File: config.mk
export PLATFORM = sky130hd
export DESIGN_NAME = instruction_fetch_flat
export DESIGN_NICKNAME = d
export VERILOG_FILES = /design/src/rtl/instruction_fetch_if.sv /design/src/rtl/instruction_fetch.sv /design/src/flat_wrapper.sv
export SDC_FILE = /design/constraint.sdc
export NUM_CORES = 1
export LEC_CHECK = 0
export ABC_AREA = 1
export BUFFER_PORTS_ARGS = -buffer_cell sky130_fd_sc_hd__buf_4
export CAP_MARGIN = 20
export CELL_PAD_IN_SITES_DETAIL_PLACEMENT = 1
export CELL_PAD_IN_SITES_GLOBAL_PLACEMENT = 2
export CORE_UTILIZATION = 28
export CTS_BUF_LIST = sky130_fd_sc_hd__clkbuf_4
export CTS_CLUSTER_SIZE = 28
export DETAILED_ROUTE_END_ITERATION = 10
export GPL_ROUTABILITY_DRIVEN = 0
export PLACE_DENSITY = 0.89
export SLEW_MARGIN = 20
export SYNTH_ARGS = -nofsm -noshare
export SYNTH_HDL_FRONTEND = slang
export SYNTH_SLANG_ARGS = --single-unit
export TNS_END_PERCENT = 20
File: constraint.sdc
create_clock -name clk -period 2.1 [get_ports clk]
set_input_delay 0.105 -clock clk [delete_from_list [all_inputs] [get_ports clk]]
set_output_delay 0.105 -clock clk [all_outputs]
set_load 0.05 [all_outputs]
File: src/rtl/instruction_fetch_if.sv
// Instruction-memory bus between the fetch stage (master) and the
// combinational instruction memory (slave).
interface instruction_fetch_if;
    logic [15:0] imem_addr;   // byte address driven by fetch (equals PC)
    logic [15:0] imem_instr;  // word returned combinationally for imem_addr

    modport master (
        output imem_addr,
        input  imem_instr
    );

    modport slave (
        input  imem_addr,
        output imem_instr
    );
endinterface

File: src/rtl/instruction_fetch.sv
// Instruction-fetch stage of the 16-bit pipelined datapath.
// Owns the PC, drives the combinational instruction memory and captures
// the returned word into the IF/ID pipeline register.
//
// Handshake: if_id_valid marks the IF/ID contents as a real instruction
// (1) or a bubble (0). stall acts as the downstream not-ready: while it is
// high in RUN the PC and IF/ID hold, so nothing is lost or duplicated.
// A redirect always overrides stall and flushes IF/ID to a bubble.
//
// Per-edge priority: reset > redirect > HALTED hold > stall > normal fetch.
module instruction_fetch #(
    parameter logic [15:0] RESET_PC  = 16'h0000,
    parameter logic [15:0] HALT_WORD = 16'hEFFF,
    parameter logic [15:0] NOP_WORD  = 16'h0000
) (
    input  logic                clk,
    input  logic                rst_n,
    input  logic                stall,
    input  logic                redirect,
    input  logic [15:0]         redirect_pc,
    instruction_fetch_if.master imem,
    output logic [15:0]         if_id_instr,
    output logic [15:0]         if_id_pc_plus2,
    output logic                if_id_valid,
    output logic                halted,
    output logic [15:0]         fetch_count,
    output logic                state_dbg
);

    typedef enum logic {
        RUN    = 1'b0,
        HALTED = 1'b1
    } state_t;

    state_t      state_q, state_d;

    logic [15:0] pc_q, pc_d;
    logic [15:0] instr_q, instr_d;
    logic [15:0] pc2_q, pc2_d;
    logic        valid_q, valid_d;
    logic [15:0] count_q, count_d;

    logic [15:0] pc_plus2;
    logic        fetch_ok;
    logic        is_halt;

    // PC increment wraps modulo 2^16 by construction.
    assign pc_plus2 = pc_q + 16'd2;
    assign is_halt  = (imem.imem_instr == HALT_WORD);
    // A fetch is accepted into IF/ID only when running, not stalled and
    // not being flushed by a redirect.
    assign fetch_ok = !redirect && (state_q == RUN) && !stall;

    // FSM state register.
    always_ff @(posedge clk) begin
        if (!rst_n) begin
            state_q <= RUN;
        end else begin
            state_q <= state_d;
        end
    end

    // FSM next state: redirect restarts fetch, a fetched halt word stops it.
    always_comb begin
        state_d = state_q;
        if (redirect) begin
            state_d = RUN;
        end else if (fetch_ok && is_halt) begin
            state_d = HALTED;
        end
    end

    // PC and IF/ID next-value selection following the edge priority.
    always_comb begin
        pc_d    = pc_q;
        instr_d = instr_q;
        pc2_d   = pc2_q;
        valid_d = valid_q;
        count_d = count_q;
        if (redirect) begin
            // The word fetched this cycle is discarded; LSB of target forced 0.
            pc_d    = {redirect_pc[15:1], 1'b0};
            instr_d = NOP_WORD;
            pc2_d   = 16'h0000;
            valid_d = 1'b0;
        end else if (fetch_ok) begin
            instr_d = imem.imem_instr;
            pc2_d   = pc_plus2;
            valid_d = 1'b1;
            if (count_q != 16'hFFFF) begin
                count_d = count_q + 16'd1;
            end
            // The halt word is delivered, but the PC stays on it.
            if (!is_halt) begin
                pc_d = pc_plus2;
            end
        end
    end

    // PC, IF/ID register and fetch counter.
    always_ff @(posedge clk) begin
        if (!rst_n) begin
            pc_q    <= RESET_PC;
            instr_q <= NOP_WORD;
            pc2_q   <= 16'h0000;
            valid_q <= 1'b0;
            count_q <= 16'h0000;
        end else begin
            pc_q    <= pc_d;
            instr_q <= instr_d;
            pc2_q   <= pc2_d;
            valid_q <= valid_d;
            count_q <= count_d;
        end
    end

    assign imem.imem_addr = pc_q;
    assign if_id_instr    = instr_q;
    assign if_id_pc_plus2 = pc2_q;
    assign if_id_valid    = valid_q;
    assign fetch_count    = count_q;
    assign halted         = (state_q == HALTED);
    assign state_dbg      = state_q;

endmodule
File: src/flat_wrapper.sv
// flat-port wrapper written by rule: the top's interface ports become plain ports
module instruction_fetch_flat 
#(
    parameter logic [15:0] RESET_PC  = 16'h0000,
    parameter logic [15:0] HALT_WORD = 16'hEFFF,
    parameter logic [15:0] NOP_WORD  = 16'h0000
)
  (clk, rst_n, stall, redirect, redirect_pc, if_id_instr, if_id_pc_plus2, if_id_valid, halted, fetch_count, state_dbg, imem_imem_addr, imem_imem_instr);
  instruction_fetch_if imem_i ();
  input  logic clk;
  input  logic rst_n;
  input  logic stall;
  input  logic redirect;
  input  logic [15:0] redirect_pc;
  output logic [15:0] if_id_instr;
  output logic [15:0] if_id_pc_plus2;
  output logic if_id_valid;
  output logic halted;
  output logic [15:0] fetch_count;
  output logic state_dbg;
  output wire logic [$bits(imem_i.imem_addr)-1:0] imem_imem_addr;
  input wire logic [$bits(imem_i.imem_instr)-1:0] imem_imem_instr;
  assign imem_imem_addr = imem_i.imem_addr;
  assign imem_i.imem_instr = imem_imem_instr;
  instruction_fetch #(.RESET_PC(RESET_PC), .HALT_WORD(HALT_WORD), .NOP_WORD(NOP_WORD)) u_core (.clk(clk), .rst_n(rst_n), .stall(stall), .redirect(redirect), .redirect_pc(redirect_pc), .imem(imem_i), .if_id_instr(if_id_instr), .if_id_pc_plus2(if_id_pc_plus2), .if_id_valid(if_id_valid), .halted(halted), .fetch_count(fetch_count), .state_dbg(state_dbg));
endmodule
* After elaboration in Yosys (flattened, before gate mapping)
Index checks and enable logic that the tools add are counted.
** Word-level totals
- Bits in read-only memories :: 0
- Logic and storage cells :: 29
- Bits in latches :: 0
- Flip-flop bits (word level) :: 66
- RAM bits :: 0
- Memories :: 0
** Operators by class
- Shift-type cells :: 0
- Equality and inequality tests :: 3
- Multiplexer cells :: 3
- $add $sub $neg :: 2
- $mul :: 0
- Reductions and logical operators :: 10
- Divide/modulo/power cells :: 0
- $lt $le $gt $ge :: 0
- Bitwise logic cells :: 4
** Operators with widths (number)
- 2-to-1 mux 16 bit :: 3
- adder 16 x 1 -> 16 bit, second input constant :: 1
- adder 16 x 2 -> 16 bit, second input constant :: 1
- == test 16 bit, second input constant :: 1
- inequality test 16 bit, second input constant :: 1
- NOT 1 bit :: 4
- AND reduction 2 bit :: 2
- logical AND 1 bit :: 3
- AND reduction 3 bit :: 1
- logical NOT 1 bit :: 2
- inequality test 2 bit, second input constant :: 1
- nonzero test 2 bit :: 1
- OR reduction 2 bit :: 1

* Logic depth before layout (Yosys ltp)
- Depth in word-level cells :: 5
- Gate-level depth with buffers :: 10

* Worst setup path before layout
OpenSTA, ideal clock, no wires.
- Path kind :: register to register
- Start point :: reg u_core.count_q[1] (netlist: u_core.fetch_count[1])
- End point :: reg u_core.count_q[11] (netlist: u_core.fetch_count[11])
- Path slack :: 0.154 ns
- Library setup time :: 0.121 ns
- Required time :: 1.979 ns
- Cell stages (with the launch flop) :: 10
- Arrival :: 1.825 ns
- Path buffers :: 1
- Cells stage by stage :: dfxtp_1 ha_1 nand3_2 nor3_4 nand3_2 nand2_4 inv_2 buf_6 nand2_1 a21oi_2
** Between the ends
- Word-level cells in the longest chain between the ends :: 2
** RTL lines
- start: declaration :: RTL line instruction_fetch.sv:41 : logic [15:0] count_q, count_d;
- start signal: assignment :: RTL line instruction_fetch.sv:113 : count_q <= count_d;
- parallel branches: the longest is 2 deep, another holds adder 16 x 1 -> 16 bit
Parallel ways; which one is timed is not known.
A chain may end at the register's enable or synchronous reset.

* Final worst setup path
- Start point :: in imem_imem_instr[12]
- End point :: reg u_core.pc_q[14] (netlist: u_core.imem.imem_addr[14])
** Between the ends
- Word-level cells in the longest chain between the ends :: 3
** RTL lines
- start: declaration :: RTL line flat_wrapper.sv:22 : input wire logic [$bits(imem_i.imem_instr)-1:0] imem_imem_instr;
- == test 16 bit :: RTL line instruction_fetch.sv:49 : assign is_halt = (imem.imem_instr == HALT_WORD);
- inequality test 2 bit (no line)
- AND reduction 2 bit (no line)
- end signal: assignment :: RTL line instruction_fetch.sv:109 : pc_q <= pc_d;
- end: declaration :: RTL line instruction_fetch.sv:37 : logic [15:0] pc_q, pc_d;
No other way between the ends.

==> run metrics <==
maximum frequency from static timing analysis=525 MHz; Core Footprint=11000 sq um; startpoint of the worst setup timing path=imem_imem_instr[12]; kind of capture point of the worst setup path=flop; CP max stage cell=sky130_fd_sc_hd__dlygate4sd3_1; violation count after the first detailed-routing iteration=101; mux share of post-synthesis cell area=0%; Final min period=1.90 ns; Critical R2R Launch=u_core.imem.imem_addr[2]; Crit path largest cell delay=0.55 ns; input/output buffers=99; max-slew violation total from the final report=0; I/O pin count=103; total DRC errors in the routed layout=0; worst hold start=redirect_pc[11]; category of the worst setup path launch point=input port; Most common cell on crit path=sky130_fd_sc_hd__nand2_1; Hold Crit Class=input port to flop; latest clock arrival within the worst-skew pair=0.43 ns; complex-gate fraction of the synthesized area=12.2%; count of cell types in the netlist=34; first-pass GRT wire length=16800 microns; Area growth, synth to finish=37.9%; actual slew at the worst max-slew pin=0.550 ns; maximum level of the CTS H-tree=3; die area=11900 sq um; setup repair after global routing missed its margin=no; number of clock buffers inserted by TritonCTS=9; Pre-Repair DR Iteration Count=4; Sequential Area=1280 sq um; utilization after layout=40.2%; share of the synthesized netlist area taken by xor and xnor gates=4.91%; data arrival time of the worst path=2.27 ns; CTS tree=yes; number of nets with antenna violations after detailed routing=0; maximum number of pins on one net before global-route repair=26; number of antenna violations at the first check in global routing=0; power per cell area=604 nW/um^2; Worst Path Max Fanout=7; status=finished, final reports clean; cell count after synthesis=474; WS Path Type=input port to flop; Internal=1.80 mW; Final Hold Violating Endpoints=0; post-route setup TNS=0 ns; register bit count reported by yosys=64; endpoint required time on the critical path=2.46 ns; combinational power share=20.3%; Synth Area in Adders=0.779%; simple-gate share of the synthesized area=34.0%; main combinational cell family by area after synthesis=simple AND/OR/NAND/NOR gates; multi-input gate area in the final layout=1680 sq um; worst path cell trace=dlygate4sd3_1 > buf_4 > inv_1 > nand2_1 > nor2_1 > nand2_1 > o21ai_4 > nand3_1 > nand3_1 > nand2_1 > dlygate4sd3_1 > inv_1; vias in the first global route=3421; WL/cell=14.2 microns; Warnings, synthesis=0; maximum buffer depth of the clock tree=2; Reg clk slew, reported paths=0.11 ns; r2r worst-path depth=10; cell area after synthesis=3210 sq um; final setup violating endpoints=0; switching power total=0.876 mW; final net count=633; height of the die=109 microns; layout cells sized above 1=23.3%; starting density of the core=29.1%; total track usage=18.5%; clock network fraction of design power=30.9%; Horiz. Die Dim=109 microns; post-synthesis average cell area=6.78 sq um; vias=3438; leakage power figure=2.05 nW; post-synthesis sequential area ratio=39.9%; fillers=1423; routed wire length=10500 microns; vias per cell=4.65; total number of placement rows=38; Max-Cap Viols=0; global route overflow=0; Cells on Worst Hold Path=5; max_slew headroom=63.3%; fraction of the cycle the final worst path needs=90.7%; proportion of total power due to net switching=32.7%; antenna fix cells=0; number of clock sinks=64; Seq pwr share=48.8%; cell chosen for the clock root=sky130_fd_sc_hd__clkbuf_4; largest clock skew in the final design=0.0208 ns; hpwl dp=7590 microns; peak supply drop=0.282 mV
==> path summary, 6_finish.rpt <==
kind | end | slack (ns)
hold reg to reg | u_core.if_id_instr[0] | 0.49
setup reg to reg | u_core.imem.imem_addr[14] | 0.20
hold / removal | u_core.imem.imem_addr[11] | 0.03
setup / recovery | u_core.imem.imem_addr[14] | 0.20
==> state kept, by name (all words and copies together) (netlist names) <==
| name | count |
|---|---|
| u_core.if_id_instr | 16 |
| u_core.if_id_pc_plus2 | 15 |
| u_core.fetch_count | 16 |
| u_core.if_id_valid | 1 |
| u_core.imem.imem_addr | 15 |
| u_core.halted | 1 |
==> worst max-delay path, delay by kind of cell <==
family	cells	cell delay (ns)
buf+inv	5	1.34
simple gates	6	0.54
compound gates	1	0.27
==> through the flow <==
stage | instances | hold slack [ns] | worst slack, ns | cell area (sq um) | power [mW]
floorplan | 475 | 0.203 | 0.154 | 3220 | 1.66
finish | 740 | 0.0338 | 0.196 | 4430 | 2.68
global route | 740 | 0.0246 | 0.000908 | 4430 | 2.81
global placement | 701 | 0.323 | 0.346 | 4060 | 1.83
detailed placement | 701 | 0.335 | 0.255 | 4060 | 1.84
CTS | 740 | 0.00181 | 0.0771 | 4420 | 2.71
==> cells in the final DEF (no fill, tap or decap), drive strengths merged <==
| cell | Yosys | final |
|---|---|---|
| nand3 | 26 | 26 |
| nand2 | 135 | 135 |
| xor2 | 11 | 11 |
| nor3 | 2 | 2 |
| clkinv | 1 | 5 |
| ha | 2 | 2 |
| dlygate4sd3 | 0 | 23 |
| a21oi | 28 | 28 |
| clkinvlp | 0 | 2 |
| nand4 | 5 | 5 |
| dfxtp | 64 | 64 |
| conb | 1 | 2 |
| bufinv | 0 | 1 |
| o211ai | 4 | 4 |
| o21bai | 1 | 1 |
| o21ai | 33 | 33 |
| xnor2 | 7 | 7 |
| a211oi | 2 | 2 |
| nor3b | 1 | 1 |
| buf | 9 | 104 |
| inv | 39 | 39 |
| nor2 | 93 | 93 |
| nand3b | 1 | 1 |
| clkbuf | 9 | 9 |
==> power by group through the flow <==
stage / logic [mW] / registers (mW) / clock network, mW
final: 0.542 / 1.31 / 0.826
after global routing: 0.587 / 1.31 / 0.910
after CTS: 0.547 / 1.31 / 0.855
after detailed placement: 0.511 / 1.33 / 0
after global placement: 0.502 / 1.33 / 0
after floorplan: 0.179 / 1.48 / 0
==> layer usage <==
metal | vias up | global-route usage (%) | share of wire, % | routed length, microns
met2 | 71 | 31.9 | 50 | 5210
met3 | 8 | 3.65 | 4.1 | 430
met1 | 1620 | 22.5 | 45 | 4760
met5 | - | 0 | 0 | 0
met4 | 0 | 7.14 | 0.98 | 103
li1 | 1739 | - | - | -
==> cell families after synthesis <==
kind of cell,count (synthesis)
and+or+nand+nor,263
buffers and inverters,58
other,1
adders and majority gates,2
AOI/OAI and AO/OA,68
xor gates and xnor gates,18
DFF,64
==> final cells by class <==
cell class | instances | share of cell area [%]
Clock buffer | 9 | 1.52
Clock inverter | 7 | 1.41
Inverter | 40 | 3.39
Multi-Input combinational cell | 353 | 37.9
Sequential cell | 64 | 29.0
Tap cell | 140 | 3.95
Timing Repair Buffer | 127 | 22.8
==> cells in the mapped netlist <==
cell	number	share of area [%]
sky130_fd_sc_hd__a21oi_1	22	3.4
sky130_fd_sc_hd__nand2_4	1	0.35
sky130_fd_sc_hd__inv_1	35	4.1
sky130_fd_sc_hd__xor2_1	11	3.0
sky130_fd_sc_hd__clkinv_1	1	0.12
sky130_fd_sc_hd__inv_2	4	0.47
sky130_fd_sc_hd__buf_6	2	0.70
sky130_fd_sc_hd__buf_1	1	0.12
sky130_fd_sc_hd__buf_2	2	0.31
sky130_fd_sc_hd__nor3_4	1	0.51
sky130_fd_sc_hd__buf_12	1	0.62
sky130_fd_sc_hd__a211oi_1	2	0.47
sky130_fd_sc_hd__nor2_4	2	0.70
sky130_fd_sc_hd__nor3_1	1	0.16
sky130_fd_sc_hd__nor2_1	90	11
sky130_fd_sc_hd__nand3b_1	1	0.23
sky130_fd_sc_hd__nand2_1	133	16
sky130_fd_sc_hd__nor3b_1	1	0.23
sky130_fd_sc_hd__ha_1	2	0.78
sky130_fd_sc_hd__clkbuf_1	9	1.1
sky130_fd_sc_hd__nand3_2	2	0.62
sky130_fd_sc_hd__buf_4	3	0.70
sky130_fd_sc_hd__nor2_2	1	0.19
sky130_fd_sc_hd__o211ai_1	4	0.93
sky130_fd_sc_hd__o21bai_1	1	0.23
sky130_fd_sc_hd__o21ai_0	32	5.0
sky130_fd_sc_hd__nand3_1	24	3.7
sky130_fd_sc_hd__xnor2_1	7	1.9
sky130_fd_sc_hd__conb_1	1	0.12
sky130_fd_sc_hd__a21oi_2	6	1.6
sky130_fd_sc_hd__dfxtp_1	64	40
sky130_fd_sc_hd__nand2_2	1	0.19
sky130_fd_sc_hd__nand4_1	5	0.97
sky130_fd_sc_hd__o21ai_4	1	0.51
==> repair_timing <==
action | CTS | global route
resized for setup | 0 | 4
setup buffers | 0 | 0
hold buffers | 23 | 0
endpoints found under the hold margin | 26 | 0
setup endpoints to repair | 0 | 1
Power figures use the tool's default switching activity.
